<file path="config.mk">
export PLATFORM = sky130hd
export DESIGN_NAME = mps_intl_manager
export DESIGN_NICKNAME = d
export VERILOG_FILES = /design/src/rtl/mps_intl_manager.sv
export SDC_FILE = /design/constraint.sdc
export NUM_CORES = 1
export LEC_CHECK = 0
export ABC_AREA = 0
export BUFFER_PORTS_ARGS = -buffer_cell sky130_fd_sc_hd__buf_2
export CAP_MARGIN = 0
export CORE_MARGIN = 10
export CORE_UTILIZATION = 45
export CTS_CLUSTER_SIZE = 12
export DETAILED_ROUTE_END_ITERATION = 8
export PLACE_DENSITY_LB_ADDON = 0.08
export SETUP_SLACK_MARGIN = 0.02
export SKIP_CTS_REPAIR_TIMING = 1
export SYNTH_ARGS = -nofsm -noshare
export SYNTH_HDL_FRONTEND = slang
export SYNTH_SLANG_ARGS = --single-unit
</file>
<file path="constraint.sdc">
create_clock -name i_clk -period 3.9 [get_ports i_clk]
set_input_delay 0.195 -clock i_clk [delete_from_list [all_inputs] [get_ports i_clk]]
set_output_delay 0.195 -clock i_clk [all_outputs]
set_load 0.02 [all_outputs]
</file>
<file path="src/rtl/mps_intl_manager.sv">
// Purpose : MPS interlock aggregator: sync, debounce, mask, sticky latch, first-fault capture, arm/trip/clear FSM.
// Latency : raw high to o_intl_flag high is L+3 cycles (2 sync + L debounce + 1 latch); o_clr_ack/o_clr_nak one cycle after i_clr.
// Backpr. : none; every input is a level or a single-cycle pulse. Optional watchdog channel: `define MPS_INTL_WDT_EN.
module mps_intl_manager #(
    parameter int NUM_CH  = 24,
    parameter int FILT_W  = 8,
    parameter int TS_W    = 32,
    parameter int IDX_W   = $clog2(NUM_CH + 1)
`ifdef MPS_INTL_WDT_EN
    ,
    parameter int WDT_LIM = 200000
`endif
) (
    input  logic              i_clk,
    input  logic              i_rst,
    input  logic [NUM_CH-1:0] i_intl_raw,
    input  logic [NUM_CH-1:0] i_mask,
    input  logic [FILT_W-1:0] i_filt_len,
    input  logic              i_arm,
    input  logic              i_clr,
`ifdef MPS_INTL_WDT_EN
    input  logic              i_wdt_kick,
    output logic [NUM_CH:0]   o_intl_latch,
`else
    output logic [NUM_CH-1:0] o_intl_latch,
`endif
    output logic              o_intl_flag,
    output logic [IDX_W-1:0]  o_first_idx,
    output logic              o_first_valid,
    output logic [TS_W-1:0]   o_first_ts,
    output logic [1:0]        o_state,
    output logic              o_pwm_permit,
    output logic              o_clr_ack,
    output logic              o_clr_nak
);

`ifdef MPS_INTL_WDT_EN
    localparam int LAT_W = NUM_CH + 1;
`else
    localparam int LAT_W = NUM_CH;
`endif

    typedef enum logic [1:0] {
        ST_IDLE    = 2'd0,
        ST_ARMED   = 2'd1,
        ST_TRIPPED = 2'd2
    } state_t;

    state_t              state_q;
    state_t              state_nxt;
    logic [NUM_CH-1:0]   sync_s1;
    logic [NUM_CH-1:0]   sync_s2;
    logic [FILT_W-1:0]   filt_cnt [NUM_CH];
    logic [NUM_CH-1:0]   filt;
    logic [LAT_W-1:0]    fault;
    logic [LAT_W-1:0]    latch_q;
    logic [LAT_W-1:0]    latch_nxt;
    logic [IDX_W-1:0]    first_idx_nxt;
    logic [TS_W-1:0]     ts_q;
    logic                intl_flag;
    logic                clr_ok;
    logic                first_edge;

    // Two-flop synchroniser for the asynchronous interlock sources.
    always_ff @(posedge i_clk or negedge i_rst) begin
        if (!i_rst) begin
            sync_s1 <= '0;
            sync_s2 <= '0;
        end else begin
            sync_s1 <= i_intl_raw;
            sync_s2 <= sync_s1;
        end
    end

    // Debounce counters: clear on a low level, count up to L and hold there.
    // A changed L is used immediately without restarting the count.
    always_ff @(posedge i_clk or negedge i_rst) begin
        if (!i_rst) begin
            for (int c = 0; c < NUM_CH; c++) filt_cnt[c] <= '0;
        end else begin
            for (int c = 0; c < NUM_CH; c++) begin
                if (!sync_s2[c]) begin
                    filt_cnt[c] <= '0;
                end else if (filt_cnt[c] < i_filt_len) begin
                    filt_cnt[c] <= filt_cnt[c] + FILT_W'(1);
                end
            end
        end
    end

    // Filtered level: high once the synchronised input has been high for L+1 cycles.
    always_comb begin
        filt = '0;
        for (int c = 0; c < NUM_CH; c++) begin
            filt[c] = sync_s2[c] && (filt_cnt[c] >= i_filt_len);
        end
    end

`ifdef MPS_INTL_WDT_EN
    localparam int              WDT_W   = $clog2(WDT_LIM + 1);
    localparam logic [WDT_W-1:0] WDT_MAX = WDT_W'(WDT_LIM);

    logic [WDT_W-1:0] wdt_cnt;
    logic             kick_q;
    logic             wdt_fault;

    // Watchdog: counts ARMED cycles since the last kick edge, saturating at the limit.
    always_ff @(posedge i_clk or negedge i_rst) begin
        if (!i_rst) begin
            wdt_cnt <= '0;
            kick_q  <= 1'b0;
        end else begin
            kick_q <= i_wdt_kick;
            if ((state_q != ST_ARMED) || (i_wdt_kick ^ kick_q)) begin
                wdt_cnt <= '0;
            end else if (wdt_cnt != WDT_MAX) begin
                wdt_cnt <= wdt_cnt + WDT_W'(1);
            end
        end
    end

    // The watchdog bit bypasses both the mask and the debounce filter.
    assign wdt_fault = (state_q == ST_ARMED) && (wdt_cnt == WDT_MAX);
    assign fault     = {wdt_fault, filt & i_mask};
`else
    assign fault     = filt & i_mask;
`endif

    assign intl_flag = |latch_q;
    // A clear loses against any fault present in the same cycle.
    assign clr_ok    = i_clr && (fault == '0);

    // Next latch vector: clear wins when accepted, otherwise accumulate outside IDLE.
    always_comb begin
        latch_nxt = latch_q;
        if (clr_ok) begin
            latch_nxt = '0;
        end else if (state_q != ST_IDLE) begin
            latch_nxt = latch_q | fault;
        end
    end

    assign first_edge = (latch_q == '0) && (latch_nxt != '0);

    // Lowest set bit of the incoming latch vector; several simultaneous faults report the smallest index.
    always_comb begin
        first_idx_nxt = '0;
        for (int i = LAT_W - 1; i >= 0; i--) begin
            if (latch_nxt[i]) first_idx_nxt = IDX_W'(i);
        end
    end

    // Free-running timestamp, wraps naturally at 2^TS_W.
    always_ff @(posedge i_clk or negedge i_rst) begin
        if (!i_rst) begin
            ts_q <= '0;
        end else begin
            ts_q <= ts_q + TS_W'(1);
        end
    end

    // Sticky latches, first-fault record and clear handshake pulses.
    // The captured timestamp is the one shown while o_intl_flag first reads high.
    always_ff @(posedge i_clk or negedge i_rst) begin
        if (!i_rst) begin
            latch_q       <= '0;
            o_first_idx   <= '0;
            o_first_ts    <= '0;
            o_first_valid <= 1'b0;
            o_clr_ack     <= 1'b0;
            o_clr_nak     <= 1'b0;
        end else begin
            latch_q   <= latch_nxt;
            o_clr_ack <= clr_ok;
            o_clr_nak <= i_clr && !clr_ok;
            if (clr_ok) begin
                o_first_idx   <= '0;
                o_first_ts    <= '0;
                o_first_valid <= 1'b0;
            end else if (first_edge) begin
                o_first_idx   <= first_idx_nxt;
                o_first_ts    <= ts_q + TS_W'(1);
                o_first_valid <= 1'b1;
            end
        end
    end

    // FSM state register.
    always_ff @(posedge i_clk or negedge i_rst) begin
        if (!i_rst) begin
            state_q <= ST_IDLE;
        end else begin
            state_q <= state_nxt;
        end
    end

    // FSM next state: an accepted clear decides the state from i_arm; a trip outranks disarm.
    always_comb begin
        state_nxt = state_q;
        if (clr_ok) begin
            state_nxt = i_arm ? ST_ARMED : ST_IDLE;
        end else begin
            case (state_q)
                ST_IDLE:    if (i_arm && !intl_flag) state_nxt = ST_ARMED;
                ST_ARMED: begin
                    if (intl_flag)   state_nxt = ST_TRIPPED;
                    else if (!i_arm) state_nxt = ST_IDLE;
                end
                ST_TRIPPED: state_nxt = ST_TRIPPED;
                default:    state_nxt = ST_IDLE;
            endcase
        end
    end

    assign o_intl_latch = latch_q;
    assign o_intl_flag  = intl_flag;
    assign o_state      = state_q;
    // PWM falls in the same cycle a latch sets, before the FSM reaches TRIPPED.
    assign o_pwm_permit = (state_q == ST_ARMED) && !intl_flag;

endmodule

</file>
==> After elaboration in Yosys (flattened, before gate mapping) <==
Index checks and enable logic that the tools add are counted.
{ "word_totals": {"reg_bits": 338, "output_inout_bits": 68, "elab_cells": 262, "input_bits": 60} }
{ "classes": {"muxes": 86, "bitwise_logic": 2, "n_eq_ne": 28, "n_lt_le_gt_ge": 48, "n_addsub": 25, "reduce_logical": 39} }
{ "ops": {"columns": ["cell", "n"], "rows": [
  ["two-way mux 8 bit", 48],
  ["adder 8 x 1 -> 8 bit (second input constant)", 24],
  [">= comparator 8 bit", 24],
  ["less-than comparator 8 bit", 24],
  ["two-way mux 5 bit", 26],
  ["two-way mux 32 bit", 2],
  ["zero test 24 bit", 2],
  ["two-way mux 24 bit", 2],
  ["inequality test 2 x 1 -> 1 bit (second input constant)", 24],
  ["adder 32 x 1 -> 32 bit (second input constant)", 1],
  ["logical AND 1 bit", 29],
  ["bitwise AND 24 bit", 1],
  ["bitwise OR 24 bit", 1],
  ["nonzero test 24 bit", 1],
  ["OR reduction 24 bit", 1],
  ["two-way mux 2 bit", 4],
  ["one-hot mux 2 bit (3 select lines)", 1],
  ["inequality test 4 bit (second input constant)", 1],
  ["nonzero test 2 bit", 2],
  ["two-way mux 1 bit", 3],
  ["inequality test 3 bit (second input constant)", 1],
  ["equality test 2 x 1 -> 1 bit (second input constant)", 1],
  ["equality test 2 bit (second input constant)", 1],
  ["zero test 1 bit", 2],
  ["other kinds (2)", 2]
]} }

==> Longest topological paths before layout <==
{ "logic_depth": {"ltp_word": 32, "ltp_mapped": 14} }

==> Least setup slack after synthesis <==
Ideal clock, no wire load.
{ "synth_path": {"kind": "input-to-reg", "startpoint": "input port i_filt_len[2]", "endpoint": "register o_first_ts[26]", "slack_ns": 0.847, "arrival_time_ns": 2.929, "n_path_buf": 2, "required_ns": 3.775, "setup_time_ns": 0.125, "path_stages": 11, "path_cell_list": "inv_1 ha_1 a41o_1 o21a_1 a211oi_1 and4_1 and4bb_1 a21o_1 buf_6 buf_6 mux2_2"} }
{ "synth_via": {"elab_chain_len": 9, "word_cells_on_any_way": 58, "classes_between": "order compare (24); mux (3); bitwise (2); reduce/logical (29)"} }
{ "synth_rtl": {"columns": ["item", "line", "rtl"], "rows": [
  ["from (decl)", "18", "input logic [FILT_W-1:0] i_filt_len,"],
  [">= comparator 8 bit", "95", "filt[c] = sync_s2[c] && (filt_cnt[c] >= i_filt_len);"],
  ["logical AND 1 bit", "95", null],
  ["bitwise AND 24 bit *", "126", "assign fault = filt & i_mask;"],
  ["zero test 24 bit or bitwise OR 24 bit (tied branches)", "131, 139", null],
  ["logical AND 1 bit or two-way mux 24 bit (tied branches)", "131, 138", null],
  ["two-way mux 24 bit", "136", "if (clr_ok) begin"],
  ["nonzero test 24 bit", "143", "assign first_edge = (latch_q == '0) && (latch_nxt != '0);"],
  ["logical AND 1 bit", "143", null],
  ["nonzero test 2 bit (no line)", null, null],
  ["to (signal assigned)", "182", "o_first_ts <= ts_q + TS_W'(1);"],
  ["to (decl)", "30", "output logic [TS_W-1:0] o_first_ts,"]
]} }
Every way passes the cells marked *; elsewhere a longest branch is shown, timed or not.
A chain may end at the register's enable or synchronous reset.

==> Worst setup path in the final report <==
{ "layout_path": {"startpoint": "register filt_cnt[104] (netlist name)", "endpoint": "register o_first_ts[19]"} }
{ "layout_via": {"elab_chain_len": 9, "word_cells_on_any_way": 12, "classes_between": "order compare (1); mux (3); bitwise (2); reduce/logical (6)"} }
{ "layout_rtl": {"columns": ["item", "line", "rtl"], "rows": [
  ["from (decl)", "53", "logic [FILT_W-1:0] filt_cnt [NUM_CH];"],
  ["from (signal, indexed assignment)", "85", "filt_cnt[c] <= filt_cnt[c] + FILT_W'(1);"],
  [">= comparator 8 bit *", "95", null],
  ["logical AND 1 bit *", "95", null],
  ["bitwise AND 24 bit *", "126", null],
  ["zero test 24 bit or bitwise OR 24 bit (tied branches)", "131, 139", null],
  ["logical AND 1 bit or two-way mux 24 bit (tied branches)", "131, 138", null],
  ["two-way mux 24 bit", "136", null],
  ["nonzero test 24 bit", "143", null],
  ["logical AND 1 bit", "143", null],
  ["nonzero test 2 bit (no line)", null, null]
]} }
Marked as above.

==> metrics <==
status=complete, no violations; P_leak=around 0.011 µW; Net Switching=about 2300 µW; Root Driver=clkbuf_16; clk sinks=338; worst min-delay path class=in -> reg; Netlist cell types=70; Placed Cells=approximately 2700; Final Slew Violations=0; Clock power frac=about half; Sw Share=around a quarter; Die Wd=~230 µm; first-pass GRT wire length=between 80000 and 90000 µm; Max Freq=a little under 300 MHz; initial antenna violation count=0; Clk Latency, worst-skew pair=580 ps; period utilisation layout=86.06%; drt pass-1 iters=5; CP bufs+invs=3; hpwl dp=roughly 38000 µm; Critical Path Slowest Stage Cell=a221oi_2; Most Crowded Layer GR=met2; relative slew slack=between 40 and 50%; CP cell instances=inv_1 -> ha_1 -> nand2b_1 -> a2111oi_4 -> nor2_1 -> a221oi_2 -> nand4b_1 -> and4bb_1 -> a21o_2 -> buf_12 -> buf_4 -> nand2b_1 -> nand2_1; largest net degree at the start of global routing=approximately 110; fillers=roughly 4000; average size of a mapped cell=between 10 and 15 µm²; dominant cell type by area after synthesis=dfrtp_1; Final setup violation count=0; WP data required=4370 ps; Layout Nets=about 2500; Crit path largest cell delay=~440 ps; Via density=about 5.5; met3 usage=about 3.8%; Reg clk slew, reported paths=60 ps; Site Rows=slightly below 80; Startpoint Class=register; Post-Syn Instances=1981; overall routing resource usage=between 10% and 20%; met1 usage=26.79%; commonest non-fill, non-tap cells in the layout=338 x dfrtp_1, 217 x ha_1, 157 x nand2_1; asr flop ratio synth=100.0%; CTS max path bufs=3; Arr. time, crit path=3820 ps; CP endpoint kind=register; maximum VDD drop=between 0.0002 and 0.0003 V; cell area after synthesis=about 20000 µm²; total grt overflow=0; largest cells by area after synthesis=dfrtp_1 42%, ha_1 14%, xnor2_1 5.7%, and2_1 4.0%, nand2_1 2.9%; Die Area=53290 µm²; post-layout util=approximately 53%; n_diodes=0; IO Pins=128; Starting Density=~45%; top_reg_cell synth=dfrtp_1; register area share after synthesis=between 40% and 50%; met2 Resource Use GR=about a third; critical path class=reg -> reg; initial DRC count=roughly 920; CTS Buf Count=42; flops & latches, synth=about 340; Die Ht=roughly 230 µm; Yosys top cell area share=42.28%; routed wire length=between 50000 and 60000 µm; Antenna Nets Post-Route=0; EDFF count, synth=0; max cap viols=0; WL/cell=~19 µm; H-tree levels=2; CP Max Fanout=34; Hold Violations, Final=0; share of layout cells above drive strength 1=around 12%; vias in the first global route=15550; Syn. warnings=0; GPL Wtd Cong=0.8917; sum of negative setup slack=0 ps; Post-Syn Nets=2258; Area Overhead vs Synth=17.66%; # DRC=0; CTS tree=yes; cell family contributing the most delay on the critical path=simple AND/OR/NAND/NOR gates; Flop pwr share=41.4%; cell mode on critical path=nand2b_1; PD cells=383.5 nW/µm²; I/O Buffers=127; Vias=around 16000; final cell count without fillers=2822; RSZ-0062 raised after global routing=no; Logic pwr share=about a tenth; P_int=about 6800 µW; Least-Margin Pin Slew=about 850 ps; clock skew=24.68 ps; Final min period=about 3400 ps; commonest non-fill, non-tap cell in the layout=dfrtp_1; core area=around 44000 µm²
-- layer usage --
metal	up-vias	routed length, µm
li1	7526	-
met1	7608	24700
met2	294	24300
met3	81	2932
met4	0	1291
met5	-	0
-- synthesized netlist by cell type (3+ instances only) --
master	n
a2111oi_2	7
a2111oi_4	4
a211oi_1	8
a21boi_0	34
a21o_1	10
a21oi_1	80
a221oi_2	5
a31oi_1	6
a41o_1	4
and2_1	128
and3_1	33
and4_1	15
buf_2	7
buf_6	3
clkbuf_1	7
dfrtp_1	338
ha_1	217
inv_1	50
mux2_2	3
mux2i_1	23
nand2_1	157
nand2b_1	62
nand3_1	71
nand4_1	83
nor2_1	102
nor2b_1	71
nor3_1	30
nor4_1	16
o211ai_1	5
o21a_1	40
o21ai_0	96
o21bai_1	8
o22ai_1	4
o2bb2ai_1	3
o31ai_1	6
or2_2	3
or3_1	29
xnor2_1	131
xor2_1	38
-- kinds of logic (layout without fill, tap and decap cells) --
group / Yosys count / in the layout / share of synthesized area, %
compound gates: 347 / 347 / 11.95
xor+xnor: 169 / 169 / 7.399
buf+inv: 71 / 320 / 1.526
flops: 338 / 338 / 42.28
fa+ha+maj: 217 / 217 / 13.57
simple gates: 813 / 813 / 21.96
mux: 26 / 26 / 1.320
-- power groups by stage --
| stage | clock network [µW] | registers [µW] | logic (µW) |
|---|---|---|---|
| after floorplan | 0 | 3760 | 599 |
| after global placement | 0 | 3800 | 908 |
| after detailed placement | 0 | 3800 | 938 |
| after CTS | 4440 | 3730 | 943 |
| after global routing | 4580 | 3750 | 1080 |
| final | 4340 | 3730 | 952 |
-- worst register-to-register path, cell delays in order, from the launching register on --
cell	delay [ps]
dfrtp_1	430
inv_1	90
ha_1	270
nand2b_1	170
a2111oi_4	370
nor2_1	100
a221oi_2	440
nand4b_1	240
and4bb_1	360
a21o_2	150
buf_12	180
buf_4	260
nand2b_1	140
nand2_1	50
-- path summary, 6_finish.rpt --
path / start / end / slack (ps) / depth (start not counted)
min: i_clr / o_clr_nak$_DFF_PN0_ / 60 / 2
min reg2reg: sync_s1[22]$_DFF_PN0_ / sync_s2[22]$_DFF_PN0_ / 340 / 0
max reg2reg: filt_cnt[104]$_DFFE_PN0P_ / o_first_ts[19]$_DFFE_PN0P_ / 540 / 13
max: filt_cnt[104]$_DFFE_PN0P_ / o_first_ts[19]$_DFFE_PN0P_ / 540 / 13
max in group asynchronous: i_rst / o_first_ts[29]$_DFFE_PN0P_ / 2730 / 3
min in group asynchronous: i_rst / sync_s2[16]$_DFF_PN0_ / 310 / 2
-- through the flow --
step	power, µW	instance area [µm²]	worst slack (ps)	hold slack, ps
after detailed placement	4735	21730	344.9	304.4
after global routing	9416	23540	318.3	26.12
after CTS	9120	23280	598.9	-309.3
after floorplan	4363	20010	846.8	-100.6
after global placement	4704	21730	406.2	302.6
final	9026	23540	543.5	58.52
-- flip-flops by register name (all words and copies together), names as in the netlist --
register and count:
filt_cnt 192, o_first_ts 32, ts_q 32, o_intl_latch 24, sync_s1 24, sync_s2 24, o_first_idx 5, o_state 2
o_clr_ack 1, o_clr_nak 1, o_first_valid 1
-- area by class of cell --
type	count	area [µm²]	share of cell area, %
multi-input cells	1572	11250	47.79
flip-flops and latches	338	8458	35.93
repair buffers	193	1356	5.762
clock buffers	57	1219	5.178
well taps	592	740.7	3.147
clock inverters	19	324.1	1.377
inverters	51	191.4	0.8133
(Power assumes the default switching activity.)
